[config.mk]
export PLATFORM = sky130hd
export DESIGN_NAME = stopwatch_ctrl_flat
export DESIGN_NICKNAME = d
export VERILOG_FILES = /design/src/rtl/stopwatch_if.sv /design/src/rtl/stopwatch_ctrl.sv /design/src/flat_wrapper.sv
export SDC_FILE = /design/constraint.sdc
export NUM_CORES = 1
export LEC_CHECK = 0
export ABC_AREA = 0
export CORE_MARGIN = 2
export CORE_UTILIZATION = 50
export CTS_BUF_LIST = sky130_fd_sc_hd__clkbuf_4 sky130_fd_sc_hd__clkbuf_8
export CTS_CLUSTER_SIZE = 14
export DETAILED_ROUTE_END_ITERATION = 10
export HOLD_SLACK_MARGIN = 0.03
export PLACE_DENSITY = 0.73
export SYNTH_ARGS = -nofsm -noshare
export SYNTH_HDL_FRONTEND = slang
export SYNTH_SLANG_ARGS = --single-unit
[constraint.sdc]
create_clock -name sys_clk -period 2.6 [get_ports sys_clk]
set_clock_uncertainty 0.15 [all_clocks]
set_input_delay 0.52 -clock sys_clk [delete_from_list [all_inputs] [get_ports sys_clk]]
set_output_delay 0.52 -clock sys_clk [all_outputs]
set_load 0.01 [all_outputs]
[src/rtl/stopwatch_if.sv]
// -----------------------------------------------------------------------------
// stopwatch_if
//   Key and display bundle between the stopwatch controller and its
//   environment (key debouncers on one side, Bin2BCD -> Seg_Ctrl on the other).
//
//   key_ss          start/stop key, debounced level, active-high
//   key_clr         clear/lap-release key, debounced level, active-high
//   key_lap         lap key, debounced level, active-high
//   display_val_bin 20-bit binary value to display
//   running         high while the stopwatch is counting (RUN or LAP)
//   lap_active      high while a lap value is frozen on the display
//   ovf             sticky: live count wrapped since the last clear
//
//   master : key source / display consumer
//   slave  : stopwatch_ctrl
// -----------------------------------------------------------------------------
interface stopwatch_if;
   logic        key_ss;
   logic        key_clr;
   logic        key_lap;
   logic [19:0] display_val_bin;
   logic        running;
   logic        lap_active;
   logic        ovf;

   modport master (
      output key_ss, key_clr, key_lap,
      input  display_val_bin, running, lap_active, ovf
   );

   modport slave (
      input  key_ss, key_clr, key_lap,
      output display_val_bin, running, lap_active, ovf
   );
endinterface

[src/rtl/stopwatch_ctrl.sv]
// -----------------------------------------------------------------------------
// stopwatch_ctrl
//   Run/pause/lap/clear controller for the 6-digit stopwatch display path.
//   Edge-detects three debounced keys, sequences IDLE/RUN/LAP/PAUSE, owns the
//   0.01 s prescaler and the live hundredths counter, and drives the binary
//   value that feeds Bin2BCD -> Seg_Ctrl.
//
//   Parameters
//     CNT_MAX  prescaler terminal count (tick every CNT_MAX+1 clocks)
//     VAL_MAX  last displayable count; the following tick wraps to 0
//
//   Ports
//     sys_clk  system clock, rising edge
//     rst_n    asynchronous active-low reset
//     sw       stopwatch_if.slave: keys in, display/status out
// -----------------------------------------------------------------------------
module stopwatch_ctrl #(
   parameter logic [24:0] CNT_MAX = 25'd499_999,
   parameter logic [19:0] VAL_MAX = 20'd999_999
) (
   input  logic       sys_clk,
   input  logic       rst_n,
   stopwatch_if.slave sw
);

   typedef enum logic [1:0] {
      ST_IDLE  = 2'd0,
      ST_RUN   = 2'd1,
      ST_LAP   = 2'd2,
      ST_PAUSE = 2'd3
   } state_t;

   state_t      state_q,   state_d;
   logic        prev_ss_q,  prev_ss_d;
   logic        prev_clr_q, prev_clr_d;
   logic        prev_lap_q, prev_lap_d;
   logic [24:0] presc_q,   presc_d;
   logic [19:0] live_q,    live_d;
   logic [19:0] lap_q,     lap_d;
   logic        ovf_q,     ovf_d;

   logic press_ss;
   logic press_clr;
   logic press_lap;
   logic counting;
   logic tick;

   // Key-edge detection: prev_* reset to 1 so a key already held when reset
   // releases must first be seen low before it can register a press.
   assign press_ss  = sw.key_ss  & ~prev_ss_q;
   assign press_clr = sw.key_clr & ~prev_clr_q;
   assign press_lap = sw.key_lap & ~prev_lap_q;

   // Counting is decided by the pre-edge state, so the edge that enters RUN
   // does not advance the prescaler and the edge that leaves RUN still does.
   // This keeps pause/resume free of partial-tick loss or gain.
   assign counting = (state_q == ST_RUN) || (state_q == ST_LAP);
   assign tick     = counting && (presc_q == CNT_MAX);

   always_comb begin
      // NOTE: every signal written here gets a default first, so no path can
      // leave one unassigned and infer a latch.
      state_d    = state_q;
      presc_d    = presc_q;
      live_d     = live_q;
      lap_d      = lap_q;
      ovf_d      = ovf_q;
      prev_ss_d  = sw.key_ss;
      prev_clr_d = sw.key_clr;
      prev_lap_d = sw.key_lap;

      // Time base
      if (counting) begin
         if (tick) begin
            presc_d = '0;
            if (live_q == VAL_MAX) begin
               live_d = '0;
               ovf_d  = 1'b1;
            end else begin
               live_d = live_q + 20'd1;
            end
         end else begin
            presc_d = presc_q + 25'd1;
         end
      end

      // Key handling: within each state the branches are ordered clr > ss > lap
      // and only presses valid in that state appear, so the highest-priority
      // valid press wins and the rest of the cycle's presses are discarded.
      unique case (state_q)
         ST_IDLE: begin
            if (press_ss) state_d = ST_RUN;
         end
         ST_RUN: begin
            if (press_ss) begin
               state_d = ST_PAUSE;
            end else if (press_lap) begin
               state_d = ST_LAP;
               lap_d   = live_q;   // pre-edge value, even if a tick lands here
            end
         end
         ST_LAP: begin
            if (press_clr) begin
               state_d = ST_RUN;
            end else if (press_ss) begin
               state_d = ST_PAUSE;
            end else if (press_lap) begin
               lap_d = live_q;
            end
         end
         ST_PAUSE: begin
            if (press_clr) begin
               state_d = ST_IDLE;
               presc_d = '0;
               live_d  = '0;
               ovf_d   = 1'b0;
            end else if (press_ss) begin
               state_d = ST_RUN;
            end
         end
         default: state_d = ST_IDLE;
      endcase
   end

   // NOTE: sequential state uses non-blocking assignments so every register
   // samples its pre-edge inputs regardless of statement order.
   always_ff @(posedge sys_clk or negedge rst_n) begin
      if (!rst_n) begin
         state_q    <= ST_IDLE;
         prev_ss_q  <= 1'b1;
         prev_clr_q <= 1'b1;
         prev_lap_q <= 1'b1;
         presc_q    <= '0;
         live_q     <= '0;
         lap_q      <= '0;
         ovf_q      <= 1'b0;
      end else begin
         state_q    <= state_d;
         prev_ss_q  <= prev_ss_d;
         prev_clr_q <= prev_clr_d;
         prev_lap_q <= prev_lap_d;
         presc_q    <= presc_d;
         live_q     <= live_d;
         lap_q      <= lap_d;
         ovf_q      <= ovf_d;
      end
   end

   // Outputs are decoded from registers only.
   assign sw.display_val_bin = (state_q == ST_LAP) ? lap_q : live_q;
   assign sw.running         = counting;
   assign sw.lap_active      = (state_q == ST_LAP);
   assign sw.ovf             = ovf_q;

endmodule

[src/flat_wrapper.sv]
// flat-port wrapper written by rule: the top's interface ports become plain ports
module stopwatch_ctrl_flat 
#(
   parameter logic [24:0] CNT_MAX = 25'd499_999,
   parameter logic [19:0] VAL_MAX = 20'd999_999
)
  (sys_clk, rst_n, sw_key_ss, sw_key_clr, sw_key_lap, sw_display_val_bin, sw_running, sw_lap_active, sw_ovf);
  stopwatch_if sw_i ();
  input  logic sys_clk;
  input  logic rst_n;
  input wire logic [$bits(sw_i.key_ss)-1:0] sw_key_ss;
  input wire logic [$bits(sw_i.key_clr)-1:0] sw_key_clr;
  input wire logic [$bits(sw_i.key_lap)-1:0] sw_key_lap;
  output wire logic [$bits(sw_i.display_val_bin)-1:0] sw_display_val_bin;
  output wire logic [$bits(sw_i.running)-1:0] sw_running;
  output wire logic [$bits(sw_i.lap_active)-1:0] sw_lap_active;
  output wire logic [$bits(sw_i.ovf)-1:0] sw_ovf;
  assign sw_i.key_ss = sw_key_ss;
  assign sw_i.key_clr = sw_key_clr;
  assign sw_i.key_lap = sw_key_lap;
  assign sw_display_val_bin = sw_i.display_val_bin;
  assign sw_running = sw_i.running;
  assign sw_lap_active = sw_i.lap_active;
  assign sw_ovf = sw_i.ovf;
  stopwatch_ctrl #(.CNT_MAX(CNT_MAX), .VAL_MAX(VAL_MAX)) u_core (.sys_clk(sys_clk), .rst_n(rst_n), .sw(sw_i));
endmodule
# [Yosys cells after proc, flatten, opt, wreduce, memory -nomap -nowiden]
# Index checks and enable logic that the tools add are counted.
[classes] n_addsub=2 n_eq_ne=8 mux=26 bitwise_logic=6 reduce_logical=6
[ops] operator="two-way mux 20 bit" n=9
[ops] operator="two-way mux 25 bit" n=4
[ops] operator="one-hot mux 20 bit (2 select lines)" n=1
[ops] operator="adder 25 x 1 -> 25 bit (second input constant)" n=1
[ops] operator="== test 25 x 19 -> 1 bit (second input constant)" n=1
[ops] operator="adder 20 x 1 -> 20 bit (second input constant)" n=1
[ops] operator="== test 20 bit (second input constant)" n=1
[ops] operator="two-way mux 2 bit" n=6
[ops] operator="one-hot mux 2 bit (4 select lines)" n=1
[ops] operator="inequality test 3 x 1 -> 1 bit (second input constant)" n=2
[ops] operator="two-way mux 1 bit" n=5
[ops] operator="== test 2 bit (second input constant)" n=2
[ops] operator="AND reduction 2 bit" n=2
[ops] operator="bitwise AND 1 bit" n=3
[ops] operator="inverter 1 bit" n=3
[ops] operator="== test 2 x 1 -> 1 bit (second input constant)" n=1
[ops] operator="logical NOT 2 bit" n=1
[ops] operator="inequality test 2 bit (second input constant)" n=1
[ops] operator="nonzero test 2 bit" n=1
[ops] operator="logical AND 1 bit" n=1
[ops] operator="logical OR 1 bit" n=1
[word_totals] regBits=71 inputBits=5 out_inout_bits=23 elab_cells=56

# [Logic depth before layout (Yosys ltp)]
# Gate-level depths: netlist of the first run.
[depth] depth_word=7 depth_mapped=10 mapped_depth_nobuf=7

# [Least setup slack after synthesis of the first run]
# Ideal clock, no wire load.
[synth_path] path_type="reg2reg" startpoint="reg u_core.state_q[0]" endpoint="reg u_core.live_q[9]" t_arrival_ns=2.572 slack_ns=-0.201 stages_incl_launch_ff=10 period_less_slack_ns=2.801 cell_sequence="dfrtp_1 -> inv_1 -> ha_1 -> buf_2 -> nand2_1 -> nand4bb_1 -> or4_1 -> buf_2 -> or4_1 -> a21oi_1"
[synth_between] elab_chain_len=7
[synth_lines] item="from (decl)" line_no="stopwatch_ctrl.sv:33" text="state_t state_q, state_d;"
[synth_lines] item="from (signal assigned)" line_no="stopwatch_ctrl.sv:138" text="state_q <= state_d;"
[synth_lines] item="== test 2 x 1 -> 1 bit or == test 2 bit (tied branches)" line_no="stopwatch_ctrl.sv:57" text="assign counting = (state_q == ST_RUN) || (state_q == ST_LAP);"
[synth_lines] item="logical OR 1 bit *" line_no="stopwatch_ctrl.sv:57"
[synth_lines] item="named net sw_running" line_no="flat_wrapper.sv:15" text="output wire logic [$bits(sw_i.running)-1:0] sw_running;"
[synth_lines] item="logical AND 1 bit" line_no="stopwatch_ctrl.sv:58" text="assign tick = counting && (presc_q == CNT_MAX);"
[synth_lines] item="two-way mux 20 bit" line_no="stopwatch_ctrl.sv:74" text="if (tick) begin"
[synth_lines] item="two-way mux 20 bit *" line_no="stopwatch_ctrl.sv:73" text="if (counting) begin"
[synth_lines] item="two-way mux 20 bit" line_no="stopwatch_ctrl.sv:112" text="if (press_clr) begin"
[synth_lines] item="two-way mux 20 bit *" line_no="stopwatch_ctrl.sv:90" text="unique case (state_q)"
[synth_lines] item="named net u_core.live_d[9]" line_no="stopwatch_ctrl.sv:38" text="logic [19:0] live_q, live_d;"
[synth_lines] item="to (signal assigned)" line_no="stopwatch_ctrl.sv:143" text="live_q <= live_d;"
[synth_lines] item="to (decl)" line_no="stopwatch_ctrl.sv:38"
# Mark *: on every way through the listed nets, which the timed path passes. The rest lies on a longest branch.
# A chain may end at the register's enable or synchronous reset.

# [Worst setup path in the final report of the first run]
[layout_path] startpoint="reg u_core.state_q[0]" endpoint="out sw_display_val_bin[8]"
[layout_between] elab_chain_len=2
[layout_lines] item="== test 2 bit" line_no="stopwatch_ctrl.sv:150" text="assign sw.display_val_bin = (state_q == ST_LAP) ? lap_q : live_q;"
[layout_lines] item="two-way mux 20 bit" line_no="stopwatch_ctrl.sv:150"
[layout_lines] item="to (decl)" line_no="flat_wrapper.sv:14" text="output wire logic [$bits(sw_i.display_val_bin)-1:0] sw_display_val_bin;"
# Every way passes these cells.

==> results of run 1 <==
-- metrics by stage --
step | instance area [um^2] | worst slack (ns) | utilization | cells
5_1_grt | 4680 | 0.00721 | 0.638 | 526
4_1_cts | 4620 | 0.00254 | 0.630 | 524
2_1_floorplan | 3830 | 0.0271 | - | 376
3_3_place_gp | 4370 | 0.166 | 0.596 | 507
3_5_place_dp | 4370 | 0.0980 | 0.596 | 507
6_report | 4680 | 0.0697 | 0.638 | 526
-- final timing paths --
path	end	slack, ns
setup / recovery	sw_display_val_bin[8]	0.07
hold / removal	u_core.lap_q[3]	0.35
setup reg to reg	u_core.live_q[10]	0.14
hold reg to reg	u_core.lap_q[3]	0.35
max in group asynchronous	u_core.state_q[1]	1.30
min in group asynchronous	u_core.prev_ss_q	0.51
-- synthesized netlist by cell type (all sizes together) --
master	n	area [um^2]
or4	12	90.1
buf	5	21.3
mux2	40	450
nand2	25	93.8
or2	1	6.26
nand2b	4	25.0
clkbuf	15	56.3
nand4bb	1	11.3
nand4	20	125
xnor2	13	114
nor2b	2	12.5
and4	6	52.6
nor4b	3	45.0
or4b	1	10.0
nor3	8	40.0
nor4	10	62.6
or3	2	12.5
nand3	18	95.1
a311oi	1	8.76
nor3b	1	7.51
o31ai	2	15.0
a21o	1	7.51
inv	5	18.8
or4bb	2	22.5
ha	6	75.1
a21oi	17	85.1
nand4b	1	8.76
a22oi	3	22.5
dfrtp	68	1700
o21ai	11	55.1
o2bb2a	1	10.0
and2	3	18.8
xor2	20	175
and3	4	25.0
dfstp	3	78.8
nor2	41	154
-- power breakdown --
part / leakage [nW] / switching (mW) / internal [mW]
sequential: 0.928 / 0.321 / 1.41
clock: 0.128 / 0.400 / 0.697
combinational: 0.972 / 0.780 / 0.913
total: 2.03 / 1.50 / 3.02
-- kinds of logic after synthesis --
group	count (synthesis)
DFF	71
AOI/OAI and AO/OA	36
buffers and inverters	25
xor gates and xnor gates	33
and+or+nand+nor	165
muxes	40
adders and majority gates	6
-- metal layers --
metal,track usage,share of wire,vias to the layer above
met4,0.0631,0.011,0
li1,-,-,1452
met3,0.0622,0.039,7
met5,0,0,-
met1,0.301,0.48,1512
met2,0.336,0.47,71
-- repair_timing --
action | in CTS | in global routing
cloned | 0 | 1
hold endpoints to repair | 1 | 0
gates resized for setup | 23 | 4
setup endpoints to repair | 20 | 24
hold buffers | 1 | 0
buffers inserted | 0 | 1
-- state kept, by name, indices dropped and copies added (netlist names) --
| name | flops |
|---|---|
| u_core.presc_q | 25 |
| u_core.sw.ovf | 1 |
| u_core.prev_ss_q | 1 |
| u_core.prev_clr_q | 1 |
| u_core.prev_lap_q | 1 |
| u_core.lap_q | 20 |
| u_core.state_q | 2 |
| u_core.live_q | 20 |
-- worst max-delay path: stages, from the launching register on --
cell	delay [ns]
dfrtp_1	0.40
inv_2	0.11
ha_4	0.21
clkbuf_16	0.18
mux2_2	0.33
dlygate4sd2_1	0.28
-- area by class of cell --
| cell class | instances | area [um^2] | area share |
|---|---|---|---|
| clock inverters | 3 | 90.1 | 0.0193 |
| inverters | 5 | 18.8 | 0.00401 |
| clock buffers | 13 | 160 | 0.0343 |
| multi-input cells | 280 | 1990 | 0.426 |
| repair buffers | 55 | 508 | 0.109 |
| well taps | 99 | 124 | 0.0265 |
| flip-flops and latches | 71 | 1780 | 0.381 |
==> flow_results.org, run 1 <==
** Run status
- The run finished with clean final reports.

** Critical path
- The number of cells on the worst reg-to-reg path is 8.
- Critical Path AT :: 1.86 ns
- Kind of end point of the critical path :: output pin
- The worst setup path is of the reg -> out kind.
- Tracing the worst setup path back leads to its startpoint at u_core.state_q[0].
- Critical path fanouts, max :: 10
- Data on the critical path is required at its endpoint by 1.93 ns.
- Type of element launching the critical path :: flop
- RR Startpoint :: u_core.state_q[1]

** Floorplan
- Ports placed on the boundary :: 28
- Number of standard-cell rows in the floorplan :: 31
- The core region is 7330 um^2.
- Die height :: 91.3 um
- Die area :: about 8300 um^2
- The die is 91.3 um wide.
- For this configuration, the core starts out at a cell density of 0.520.

** Final layout
- The library cell used most frequently in the layout, excluding fill and tap cells, is dfrtp_1.
- Relative to the synthesized area, the layout overhead comes to 22.6%.
- Filler cell count in the final layout :: 605
- Share of final-layout standard cells stronger than drive strength 1 :: 0.239
- Nets@finish :: around 430
- The number of antenna diodes in the final layout is 0.
- Most frequent cells in the layout :: dfrtp_1 (67), nor2_1 (41), mux2_2 (40), nand2_1 (24), buf_4 (23)

** Timing
- Setup repair after global routing left no endpoint under its margin.
- Setup_tns :: 0 ns
- Worst slew margin :: 0.604
- Hold Worst Slack :: 0.353 ns
- The final max-slew violation count came to 0.
- Worst-margin pin slew :: 0.589 ns
- The final hold violation count was 0.
- Tmin final :: 2.53 ns
- Part of the cycle the worst path needs :: 0.973
- Static timing analysis puts the maximum clock frequency at 0.395 GHz.
- Setup violations remaining at the end of the flow were counted as 0.

** Placed design
- Port buffering added 27 buffers.
- The congestion estimate from routability-driven global placement came to around 0.94.
- Sum of net half-perimeters after detailed placement :: approximately 5700 um

** Detailed routing
- Wire length after detailed routing :: approximately 8500 um
- Dividing the detail-routed via count by the number of cells gives around 5.8.
- Detailed-routing iteration count for the pre-antenna-repair pass :: 4
- Dividing the detail-routed wire length by the instance count gives 16.2 um.
- In the routed design, unresolved DRC markers number 0.
- The routed layout has 3042 vias.
- Number of antenna-violating nets in the routed design :: 0
- The first routing iteration left 205 violations.

** Global route
- Global routing finished with a remaining overflow of 0.
- Antenna violations before repair :: 0
- Global-route wire length before repair :: 14600 um
- Number of global-route vias before repair :: 3078
- GR Util All Layers :: 0.218
- Entering global routing, the biggest net connects 38 pins.

** Power
- Summed over all cells, the static leakage comes to 2.03 nW.
- Across the VDD grid, the largest voltage drop is 561 uV.
- Power per cell area :: just under 1000 nW/um^2
- Overall power consumption after layout is estimated at 4.52 mW.

** Logic synthesis
- The portion of synthesized area spent on multiplexers is 0.118.
- Of the total synthesized cell area, the portion taken by full adders, half adders and majority gates is 0.0197.
- Largest family of logic cells by synthesized area :: simple AND/OR/NAND/NOR gates
- In this run the cell area of the synthesized design comes to about 3800 um^2.
- Synth Area in Simple Gates :: 0.241
- The share of the Yosys chip area taken by registers is 0.467.
- Instance count of the mapped netlist :: 376
- Compound-cell area share of the yosys netlist :: 0.0535
- For this run, the number of Yosys warnings is 0.
- Of the total synthesized cell area, the portion taken by XOR and XNOR cells is 0.0758.
- Register bit total from synthesis :: 71
- Post-synth net total :: 387
- The average instance in the mapped netlist occupies 10.1 um^2.
- After synthesis, the netlist uses 39 different library cells.

** Clock tree
- Clock-pin slew was measured on the worst setup and hold paths at 0.07 ns.
- Later-pin clock latency in the skew report :: 0.34 ns
- The clock tree synthesis step divided the H-tree into 3 levels.
- Clock Sink Count :: 71
- Maximum clock path buffer count :: 2
- Counting the buffers created by CTS gives 9.
- Clock tree root driver cell :: clkbuf_8
- TritonCTS built the clock tree.

** Worst hold path
- Along the worst hold path, the cell count comes to 1.
- Launch point of the worst hold path :: u_core.lap_q[3]
- Type of the worst min-delay path :: reg -> reg

** Flow run
- Count of max-cap constraint violations :: 0
Note: power is estimated with default switching activity, not from simulation.
==> run 2: changes to the inputs <==
Settings changed: CORE_UTILIZATION 50 to 55, PLACE_DENSITY 0.73 to 0.8, SETUP_SLACK_MARGIN set to 0.02.
==> flow_results.org, run 2 (synthesized netlist as in run 1, its figures left out) <==
** Final layout
- Most common library cell in the layout ignoring fill and taps :: dfrtp_1
- The repair_antennas step left the layout with diodes totalling 0.
- After filler insertion, the fill cell instance count of the layout stands at 522.
- Largest regs :: u_core.presc_q (25), u_core.lap_q (20), u_core.live_q (20)
- Share of final-layout standard cells stronger than drive strength 1 :: 0.239
- Most frequent cells in the layout :: dfrtp_1 (67), nor2_1 (41), mux2_2 (40), nand2_1 (24)
- Final Core Density :: 0.684
- Area growth from synthesis to final layout :: 21.2%
- Number of flip-flops in the largest register :: 25
- More flip-flops sit in one register than any other, and that register is u_core.presc_q.
- After the last flow step, the layout net total stands at 429.
- Once layout is complete, the cells apart from fillers number 503.

** Critical path
- Required @ worst endpoint :: 1.93 ns
- Largest incremental delay on the critical path :: 0.39 ns
- Source of the critical timing path :: u_core.state_q[0]
- Among all stages on the critical path, the largest delay is contributed by dfrtp_1.
- Number of buffer and inverter instances along the worst setup path :: 3
- Of all nets on the critical path, the largest fanout is 12.
- CP Class :: reg -> out
- Type of element launching the critical path :: flop
- Total number of cells along the worst setup path :: 5
- Cells along the critical path :: inv_2 -> ha_4 -> buf_12 -> mux2_2 -> dlygate4sd2_1
- The setup check on the worst reg-to-reg path leaves a slack of 0.13 ns.
- Capture point of the critical path :: sw_display_val_bin[9]
- Critical Path AT :: 1.81 ns
- The worst register-to-register path begins at u_core.state_q[0].
- Worst r2r dst :: u_core.live_q[13]
- R2R depth :: 8
- Kind of cell adding the most delay to the critical path :: buffers and inverters
- STA classifies the critical path endpoint as an output pin.

** Clock tree
- Count of hold-fix buffers inserted at cts :: 0
- The clock passes through at most 2 buffers.
- Clock tree from TritonCTS :: yes
- CTS placed an instance of clkbuf_8 at the clock tree root.
- Clock-pin slew was measured on the worst setup and hold paths at ~0.070 ns.
- Maximum level of the CTS H-tree :: 3
- Number of buffers created by CTS :: 9
- Later-pin clock latency in the skew report :: around 0.35 ns
- The clock drives 71 sinks.

** Placed design
- The number of placed instances, taps included, is 482.
- Port Buf Inserts :: 27
- Detailed placement finished with a half-perimeter wire length of 5600 um.
- At the end of routability-driven placement, the weighted congestion stood at 0.934.
- OpenSTA, run right after detailed placement, puts the worst setup slack at roughly 0.1 ns.

** Power
- In this run the power density over the cells is 945 nW/um^2.
- Static leakage power :: 2.02 nW
- Across the VDD grid, the largest voltage drop is 517 uV.

** Floorplan
- The region available for standard cell placement spans between 6000 and 7000 um^2.
- Ports placed on the boundary :: 28
- Die area :: between 7000 and 8000 um^2
- Number of standard-cell rows in the floorplan :: 30
- Die height :: 87.3 um
- Starting utilization of the core area :: 0.564
- Die extent in x :: 87.3 um

** Timing
- The worst path in the final design needs a cycle of about 2.5 ns, including I/O delays and setup.
- After routing, the total negative slack on setup checks comes to 0 ns.
- Dividing the final minimum period by the clock period gives 0.953.
- Headroom to the max-slew limit came out at 0.705.
- For the pin with the worst max-slew slack, the measured transition is approximately 0.44 ns.
- Final Slew Violations :: 0
- Final setup violation count :: 0
- The final hold violation count is 0.
- RSZ-0062 raised after global routing :: yes
- Derived from the worst setup path, the maximum achievable clock frequency is 0.404 GHz.
- Setup ws final :: roughly 0.12 ns

** Detailed routing
- Wire length after detailed routing :: about 8600 um
- Vias per Instance :: between 6 and 7
- Vias post-DR :: approximately 3100
- Wire length per cell :: roughly 17 um
- In this run, the number of DRC markers left after iteration 0 of detailed routing was 227.
- Number of DRC violations after detailed routing :: 0
- Number of antenna-violating nets in the routed design :: 0
- Detailed-routing iteration count for the pre-antenna-repair pass :: 6

** Flow run
- Count of max-cap constraint violations :: 0

** Run status
- Result of the run :: finished, final reports clean

** Global route
- After global routing the overflow that remains totals 0.
- Antenna violations before repair :: 0
- Number of global-route vias before repair :: around 3000
- Global-route wire length before repair :: 14000 um
- Maximum number of pins on one net before global-route repair :: 72
- GR Util All Layers :: 0.239

** Worst hold path
- The min-delay analysis places its worst path in the category in -> async.
==> run 2: cell count changes in the layout (fill, tap and decap cells not counted), moves of 2 or more <==
cell | previous run | this run
buf_4 | 23 | 18
clkbuf_4 | 3 | 1
clkinv_2 | 0 | 2
clkinvlp_4 | 0 | 2
dlymetal6s2s_1 | 0 | 2
==> run 2: final cells by class <==
| class | count | area, um^2 | share of cell area |
|---|---|---|---|
| Clock buffer | 10 | 131 | 0.0284 |
| Multi-Input combinational cell | 280 | 2000 | 0.433 |
| Timing Repair Buffer | 51 | 504 | 0.109 |
| Clock inverter | 6 | 85.1 | 0.0184 |
| Inverter | 5 | 18.8 | 0.00406 |
| Tap cell | 80 | 100 | 0.0217 |
| Sequential cell | 71 | 1780 | 0.385 |
==> run 2: worst min-delay path by stage <==
stage / start / end / slack [ns]
3_3_place_gp: u_core.lap_q[3] / u_core.lap_q[3] / 0.33
5_1_grt: rst_n / u_core.presc_q[9] / 0.05
2_1_floorplan: rst_n / u_core.lap_q[0] / 0.07
6_report: rst_n / u_core.presc_q[7] / 0.04
3_5_place_dp: u_core.lap_q[13] / u_core.lap_q[13] / 0.34
4_1_cts: rst_n / u_core.live_q[15] / 0.04
==> run 2: what timing repair did <==
action                                 4_1_cts  5_1_grt
endpoints found under the hold margin        0        0
pin swaps                                    0        1
gates cloned                                 1        0
setup buffers                                2        2
setup endpoints to repair                   20       22
gates resized for setup                     22       10
==> run 2: layer usage <==
| metal | up-vias | GRT usage | part of all wire |
|---|---|---|---|
| met1 | 1502 | 0.312 | 0.43 |
| met5 | - | 0 | 0 |
| met2 | 100 | 0.379 | 0.49 |
| met3 | 15 | 0.0692 | 0.061 |
| li1 | 1441 | - | - |
| met4 | 0 | 0.0895 | 0.014 |
==> run 2: power by group <==
part	switching (mW)	leakage (nW)	internal, mW
Clock	0.416	0.106	0.547
Combinational	0.743	0.986	0.900
Sequential	0.352	0.928	1.41
==> run 2: through the flow <==
stage          cell area (um^2)  hold WS, ns  power [mW]
3_5_place_dp               4310        0.340        3.43
4_1_cts                    4570       0.0408        4.38
2_1_floorplan              3830       0.0744        2.70
6_report                   4620       0.0367        4.37
3_3_place_gp               4310        0.333        3.36
5_1_grt                    4620       0.0550        4.63
